[src/rtl/pru_instr_loader.sv]
`default_nettype none
// ============================================================================
// Module   : pru_instr_loader
// Brief    : Streams a program into the ping/pong instruction banks and
//            sequences execution enable and bank refills.
// Revision : 1.0
// ============================================================================
module pru_instr_loader #(
    parameter int INSTR_W = 32,
    parameter int BANK_AW = 8,
    parameter int LEN_W   = 16
) (
    input  logic               clk,
    input  logic               rst,
    input  logic               start,
    input  logic [LEN_W-1:0]   prog_len,
    input  logic               s_valid,
    output logic               s_ready,
    input  logic [INSTR_W-1:0] s_instr,
    input  logic [BANK_AW:0]   current_instr_rd_addr,
    output logic [INSTR_W-1:0] init_instr,
    output logic [BANK_AW:0]   init_instr_addr,
    output logic               init_instr_we,
    output logic               io_ping_wr,
    output logic               enable_execution,
    output logic               busy,
    output logic               load_done,
    output logic               len_err
);

    typedef enum logic [1:0] {
        ST_IDLE      = 2'd0,
        ST_FILL      = 2'd1,
        ST_WAIT_FREE = 2'd2,
        ST_DONE      = 2'd3
    } state_t;

    localparam logic [BANK_AW-1:0] C_OFFSET_MAX = '1;

    state_t               r_state, w_state_next;
    logic                 r_wr_bank, w_wr_bank_next;
    logic [BANK_AW-1:0]   r_offset, w_offset_next;
    logic [LEN_W-1:0]     r_words_left, w_words_left_next;
    logic                 r_prefilled, w_prefilled_next;
    logic [INSTR_W-1:0]   r_init_instr, w_init_instr_next;
    logic [BANK_AW:0]     r_init_instr_addr, w_init_instr_addr_next;
    logic                 r_init_instr_we, w_init_instr_we_next;
    logic                 r_io_ping_wr, w_io_ping_wr_next;
    logic                 r_enable_execution, w_enable_execution_next;
    logic                 r_len_err, w_len_err_next;
    logic                 w_handshake;
    logic                 w_unused_rd_offset;

    // Only the bank bit of the read pointer matters to the refill decision.
    assign w_unused_rd_offset = ^current_instr_rd_addr[BANK_AW-1:0];

    assign w_handshake = s_valid && (r_state == ST_FILL);

    always_comb begin
        w_state_next            = r_state;
        w_wr_bank_next          = r_wr_bank;
        w_offset_next           = r_offset;
        w_words_left_next       = r_words_left;
        w_prefilled_next        = r_prefilled;
        w_init_instr_next       = r_init_instr;
        w_init_instr_addr_next  = r_init_instr_addr;
        w_init_instr_we_next    = 1'b0;
        w_io_ping_wr_next       = r_io_ping_wr;
        w_enable_execution_next = r_enable_execution;
        w_len_err_next          = 1'b0;

        case (r_state)
            ST_IDLE, ST_DONE: begin
                if (start) begin
                    if (prog_len != '0) begin
                        w_words_left_next       = prog_len;
                        w_wr_bank_next          = 1'b0;
                        w_offset_next           = '0;
                        w_prefilled_next        = 1'b0;
                        w_enable_execution_next = 1'b0;
                        w_state_next            = ST_FILL;
                    end else begin
                        w_len_err_next = 1'b1;
                    end
                end
            end
            ST_FILL: begin
                if (w_handshake) begin
                    w_init_instr_next      = s_instr;
                    w_init_instr_addr_next = {r_wr_bank, r_offset};
                    w_io_ping_wr_next      = ~r_wr_bank;
                    w_init_instr_we_next   = 1'b1;
                    w_offset_next          = r_offset + 1'b1;
                    w_words_left_next      = r_words_left - 1'b1;
                    // Offset wraps to zero naturally at the end of a bank.
                    if (r_words_left == LEN_W'(1)) begin
                        w_enable_execution_next = 1'b1;
                        w_state_next            = ST_DONE;
                    end else if (r_offset == C_OFFSET_MAX) begin
                        if (!r_prefilled && !r_wr_bank) begin
                            w_wr_bank_next = 1'b1;
                        end else if (!r_prefilled) begin
                            w_prefilled_next        = 1'b1;
                            w_enable_execution_next = 1'b1;
                            w_wr_bank_next          = 1'b0;
                            w_state_next            = ST_WAIT_FREE;
                        end else begin
                            w_wr_bank_next = ~r_wr_bank;
                            w_state_next   = ST_WAIT_FREE;
                        end
                    end
                end
            end
            ST_WAIT_FREE: begin
                if (current_instr_rd_addr[BANK_AW] != r_wr_bank) begin
                    w_state_next = ST_FILL;
                end
            end
            default: w_state_next = ST_IDLE;
        endcase
    end

    always_ff @(posedge clk) begin
        if (!rst) begin
            r_state            <= ST_IDLE;
            r_wr_bank          <= 1'b0;
            r_offset           <= '0;
            r_words_left       <= '0;
            r_prefilled        <= 1'b0;
            r_init_instr       <= '0;
            r_init_instr_addr  <= '0;
            r_init_instr_we    <= 1'b0;
            r_io_ping_wr       <= 1'b1;
            r_enable_execution <= 1'b0;
            r_len_err          <= 1'b0;
        end else begin
            r_state            <= w_state_next;
            r_wr_bank          <= w_wr_bank_next;
            r_offset           <= w_offset_next;
            r_words_left       <= w_words_left_next;
            r_prefilled        <= w_prefilled_next;
            r_init_instr       <= w_init_instr_next;
            r_init_instr_addr  <= w_init_instr_addr_next;
            r_init_instr_we    <= w_init_instr_we_next;
            r_io_ping_wr       <= w_io_ping_wr_next;
            r_enable_execution <= w_enable_execution_next;
            r_len_err          <= w_len_err_next;
        end
    end

    assign s_ready          = (r_state == ST_FILL);
    assign busy             = (r_state == ST_FILL) || (r_state == ST_WAIT_FREE);
    assign load_done        = (r_state == ST_DONE);
    assign init_instr       = r_init_instr;
    assign init_instr_addr  = r_init_instr_addr;
    assign init_instr_we    = r_init_instr_we;
    assign io_ping_wr       = r_io_ping_wr;
    assign enable_execution = r_enable_execution;
    assign len_err          = r_len_err;

endmodule
`default_nettype wire

[config.mk]
export PLATFORM = sky130hd
export DESIGN_NAME = pru_instr_loader
export DESIGN_NICKNAME = d
export VERILOG_FILES = /design/src/rtl/pru_instr_loader.sv
export SDC_FILE = /design/constraint.sdc
export NUM_CORES = 1
export LEC_CHECK = 0
export BUFFER_PORTS_ARGS = -buffer_cell sky130_fd_sc_hd__buf_2
export CORE_ASPECT_RATIO = 1.1
export CORE_MARGIN = 4
export CORE_UTILIZATION = 41
export CTS_CLUSTER_SIZE = 28
export DETAILED_ROUTE_END_ITERATION = 10
export PLACE_DENSITY = 0.68
export SLEW_MARGIN = 20
export SYNTH_ARGS = -nofsm -noshare
export SYNTH_HDL_FRONTEND = slang
export SYNTH_SLANG_ARGS = --single-unit
[constraint.sdc]
create_clock -name clk -period 2.75 [get_ports clk]
set_clock_uncertainty 0.15 [all_clocks]
set_input_delay 0.825 -clock clk [delete_from_list [all_inputs] [get_ports clk]]
set_output_delay 0.825 -clock clk [all_outputs]
set_load 0.01 [all_outputs]
# After elaboration in Yosys (flattened, before gate mapping)
# Index checks and enable logic that the tools add are counted.
[word_totals]
output_inout_bits = 48
reg_bits = 73
[op_classes]
n_reduce_logical = 17
n_eq_ne = 16
bitwise = 1
muxes = 37
add_sub_neg = 2
[ops]
columns = ["operator", "n"]
rows = [
  ["$mux 16", 3],
  ["$pmux 16 s2", 1],
  ["$mux 8", 3],
  ["$mux 1", 18],
  ["$eq 16x1->1 const B", 1],
  ["$pmux 8 s2", 1],
  ["$reduce_bool 16->1", 1],
  ["$sub 16x1->16 const B", 1],
  ["$mux 2", 7],
  ["$reduce_and 7->1", 2],
  ["$reduce_and 6->1", 2],
  ["$ne 2x2->1 const B", 5],
  ["$add 8x1->8 const B", 1],
  ["$eq 8x8->1 const B", 1],
  ["$pmux 1 s2", 3],
  ["$pmux 2 s3", 1],
  ["$eq 2x2->1 const B", 2],
  ["$ne 2x1->1 const B", 2],
  ["$reduce_and 2->1", 2],
  ["$reduce_and 4->1", 1],
  ["$ne 3x1->1 const B", 1],
  ["$ne 3x2->1 const B", 1],
  ["$ne 3x3->1 const B", 1],
  ["$reduce_and 3->1", 1],
  ["other kinds (9)", 11],
]

# Depth between registers and ports, before layout
[logic_depth]
word_depth = 7
depth_mapped = 9

# Least setup slack after synthesis
# No wires, ideal clock.
[synth_path]
kind = "input port to flip-flop"
start = "input prog_len[1]"
end = "register r_words_left[14]"
stages = 7
slack_ns = 0.076
setup_ns = 0.122
n_path_buf = 2
t_arrival_ns = 2.402
cell_sequence = "or3b_2 nand2b_1 o21ai_1 buf_2 buf_2 nor3_1 a311o_1"
[synth_via]
elab_chain_len = 3
[synth_lines]
columns = ["element", "line_no", "source"]
rows = [
  ["from (decl)", "16", "input logic [LEN_W-1:0] prog_len,"],
  ["$reduce_bool 16->1", "75", "if (prog_len != '0) begin"],
  ["$ne 2x2->1 (no source line)", "--", ""],
  ["$reduce_and 4->1 (no source line)", "--", ""],
  ["to (signal assigned)", "140", "r_words_left <= w_words_left_next;"],
  ["to (decl)", "43", "logic [LEN_W-1:0] r_words_left, w_words_left_next;"],
]
# No other way between the ends.
# A chain may end at the register's enable or synchronous reset.

# Final worst setup path
[layout_path]
start = "register r_state[0]"
end = "register r_words_left[9]"
[layout_via]
elab_chain_len = 4
word_cells_on_any_way = 11
classes_between = "eq/ne (5); mux (1); reduce/logical (5)"
[layout_lines]
columns = ["element", "line_no", "source"]
rows = [
  ["from (decl)", "40", "state_t r_state, w_state_next;"],
  ["from (signal assigned)", "137", "r_state <= w_state_next;"],
  ["$eq 2x2->1, or another cell as far along", "72", "case (r_state)"],
  ["$reduce_or 2->1 or $logic_and 1x1->1 (tied branches)", "72, 57", ""],
  ["$ne 2x2->1 (no source line), or another cell as far along", "--", ""],
  ["$reduce_and 4->1 (no source line)", "--", ""],
]
# Parallel ways exist; a longest one is shown, timed or not.

==> run_results.csv <==
group,metric,value,unit
sta,post-route-period-util,95.2,%
critical_path,critPathMaxStageDelay,0.48,ns
global_routing,grt_pass1_vias,3026,
sta,grt_setup_unrepaired,"yes",
detailed_routing,drt-initial-drc-count,130,
clock_network,cts_buffers,9,
logic_synthesis,syn_area_per_cell,7.99,sq um
hold_path,hold_path_class,"reg2reg",
logic_synthesis,yosysTopAreaCell,"dfxtp_1",
clock_network,cts-hold-fix-buffers,0,
placement,routabilityCongestion,0.881,
logic_synthesis,yosys_warnings,0,
critical_path,critPathMaxFanout,18,
global_routing,grt_first_pass_wirelength,14.0,mm
floorplanning,start_util,42.0,%
logic_synthesis,synth-main-ff-cell,"dfxtp_1",
power,p_total,2.73,mW
power,power_density,651,mW/mm^2
logic_synthesis,synth_edf_count,0,
sta,final_max_slew_viol_count,0,
cells_and_area,fin_area,0.00419,sq mm
cells_and_area,diodes,0,
logic_synthesis,syn_nets,482,
clock_network,post_cts_buffers,0,
detailed_routing,vias_per_cell,5.30,
floorplanning,die-area,0.00957,sq mm
floorplanning,ioPinCount,109,
cells_and_area,drive_above_1_share,27.7,%
logic_synthesis,async_reset_ff_share,0,%
logic_synthesis,yosysTopAreaCellShare,44.2,%
critical_path,cp-end-kind,"flop",
sta,timing_hold_violations_final,0,
sta,setup_violations,0,
floorplanning,row_count,34,
placement,hpwl,6.27,mm
global_routing,antenna_found_initial,0,
sta,fin_crit,2.62,ns
detailed_routing,dr.pass1.iters,5,
critical_path,worstSetupPathType,"reg2reg",
clock_network,cts-htree-levels,3,
logic_synthesis,yosysMostFrequentCell,"nand2_1",
critical_path,worstSetupStartpointType,"flop",
sta,worst_slew_pin_slew,0.589,ns
global_routing,groute.usage.overall,18.3,%
logic_synthesis,syn_area,0.00331,sq mm
clock_network,root_buffer,"clkbuf_8",
power,p_leak,1.75,nW
global_routing,overflow,0,
critical_path,required,2.83,ns
detailed_routing,dr_total_vias,3352,
placement,placed_area,0.00399,sq mm
cells_and_area,final_nets,587,
logic_synthesis,synth-seq-cells,73,
clock_network,cts.sink_count,73,
floorplanning,die_w,93.6,um
sta,finalSetupTns,0,ns
clock_network,cts.clk_slew.worst_paths,0.08,ns
detailed_routing,drcViolationCount,0,
hold_path,holdCritStartpoint,"init_instr_addr[7]",
critical_path,path_cells,"inv_1 > ha_1 > or3b_2 > nand2b_1 > o21ai_2 > buf_4 > nor3_1 > o31a_1",
placement,port_buffers,100,
global_routing,grt_max_degree,43,
sta,maxSlewHeadroom,60.8,%
cells_and_area,fin_util,53.2,%
logic_synthesis,syn_inst,414,
logic_synthesis,seq_area_frac_synth,44.2,%
sta,max_freq,382,MHz
logic_synthesis,ys_types,55,
clock_network,clk_latency,0.34,ns
critical_path,cp-startpoint,"r_state[0]",
critical_path,crit_family,"simple AND/OR/NAND/NOR gates",
detailed_routing,drt_wl_total,8.71,mm
critical_path,crit_arrival,2.70,ns
flow_run,cap_violations,0,
detailed_routing,ant_nets,0,
detailed_routing,wl_per_cell,13.8,um
power,ir_worst_vdd,276,uV
critical_path,r2r_start,"r_state[0]",
status,outcome,"finished clean",
logic_synthesis,synth.area.top_cells,"dfxtp_1 (44%), nand2_1 (11%), a21oi_1 (8.6%)",
critical_path,critical_path.n_buffers_inverters,2,
clock_network,cts_tree,"yes",
floorplanning,die_y,102,um
floorplanning,coreArea,0.00787,sq mm
cells_and_area,syn2layout_area_growth,26.7,%
logic_synthesis,synth_commonest_cells,"nand2_1 (96), dfxtp_1 (73), a21oi_1 (57), clkbuf_1 (20), nor2_1 (19)",
critical_path,cp_slowest_cell,"or3b_2",
clock_network,clk_path_buf_depth,2,
==> layout by cell type, fill, tap and decap left out, types with 3 or more instances in the layout <==
cell type	instances
nand3_1	8
a21oi_1	57
dfxtp_1	73
o211ai_1	4
mux2i_1	4
inv_1	8
o21ai_0	10
clkbuf_8	9
and3_1	4
nor2b_1	4
ha_1	7
or3_1	10
nor4_1	8
buf_2	100
nand2_1	96
nand4_1	6
nor3_1	8
clkinv_4	3
buf_4	21
a31oi_1	3
or4_1	7
o31a_1	3
nor2_1	19
o31ai_1	5
==> per-stage QoR <==
step           std cells  setup WS (ns)  hold WS (ns)
3_3_place_gp         616         0.0726         0.290
3_5_place_dp         616         0.0308         0.293
4_1_cts              632          0.139         0.304
5_1_grt              632        -0.0408         0.321
6_report             632          0.131         0.302
2_1_floorplan        414         0.0762         0.295
==> worst paths after layout <==
check,end,slack (ns),cells after the start
setup / recovery,r_words_left[9],0.13,8
hold / removal,init_instr_addr[7],0.30,2
setup reg to reg,r_words_left[9],0.13,8
hold reg to reg,init_instr_addr[7],0.30,2
==> flip-flops by register name, summed over array words and instances, names as in the netlist <==
register and count:
enable_execution 1, io_ping_wr 1, init_instr_we 1, r_state 2, len_err 1, init_instr_addr 9
r_words_left 16, init_instr 32, r_offset 8, r_prefilled 1, r_wr_bank 1
==> metal layers <==
metal	routed length (um)	vias to the layer above	track usage (%)
met3	414	22	4.34
met5	0	-	0
met1	3890	1560	23.4
met4	251	0	8.89
li1	-	1682	-
met2	4160	88	29.0
==> cell type report <==
cell class	instances	area, sq um
fillers	756	3680
multi-input cells	304	1700
flip-flops and latches	73	1460
repair buffers	121	658
well taps	108	135
clock buffers	10	128
clock inverters	6	68.8
inverters	10	37.5
==> worst register-to-register path: cells and delay by family (launching register included) <==
family / cells / cell delay (ns)
flops: 1 / 0.38
fa+ha+maj: 1 / 0.38
buf+inv: 2 / 0.34
simple gates: 3 / 0.79
compound gates: 2 / 0.48
==> logic make-up after synthesis <==
logic type / Yosys count / synth area share [%]
simple gates: 178 / 25.0
compound gates: 112 / 21.5
flops: 73 / 44.2
buf+inv: 37 / 4.65
fa+ha+maj: 7 / 2.65
mux: 4 / 1.21
xor+xnor: 3 / 0.794
==> power by group <==
part	switching (mW)	internal [mW]	total [mW]
logic	0.395	0.288	0.683
clock network	0.409	0.422	0.831
registers	0.0731	1.14	1.21
total	0.877	1.85	2.73
==> timing repair <==
| item | 4_1_cts | 5_1_grt |
|---|---|---|
| hold endpoints to repair | 0 | 0 |
| setup endpoints to repair | 0 | 10 |
| resized for setup | 0 | 1 |
Note: power is estimated with default switching activity, not from simulation.
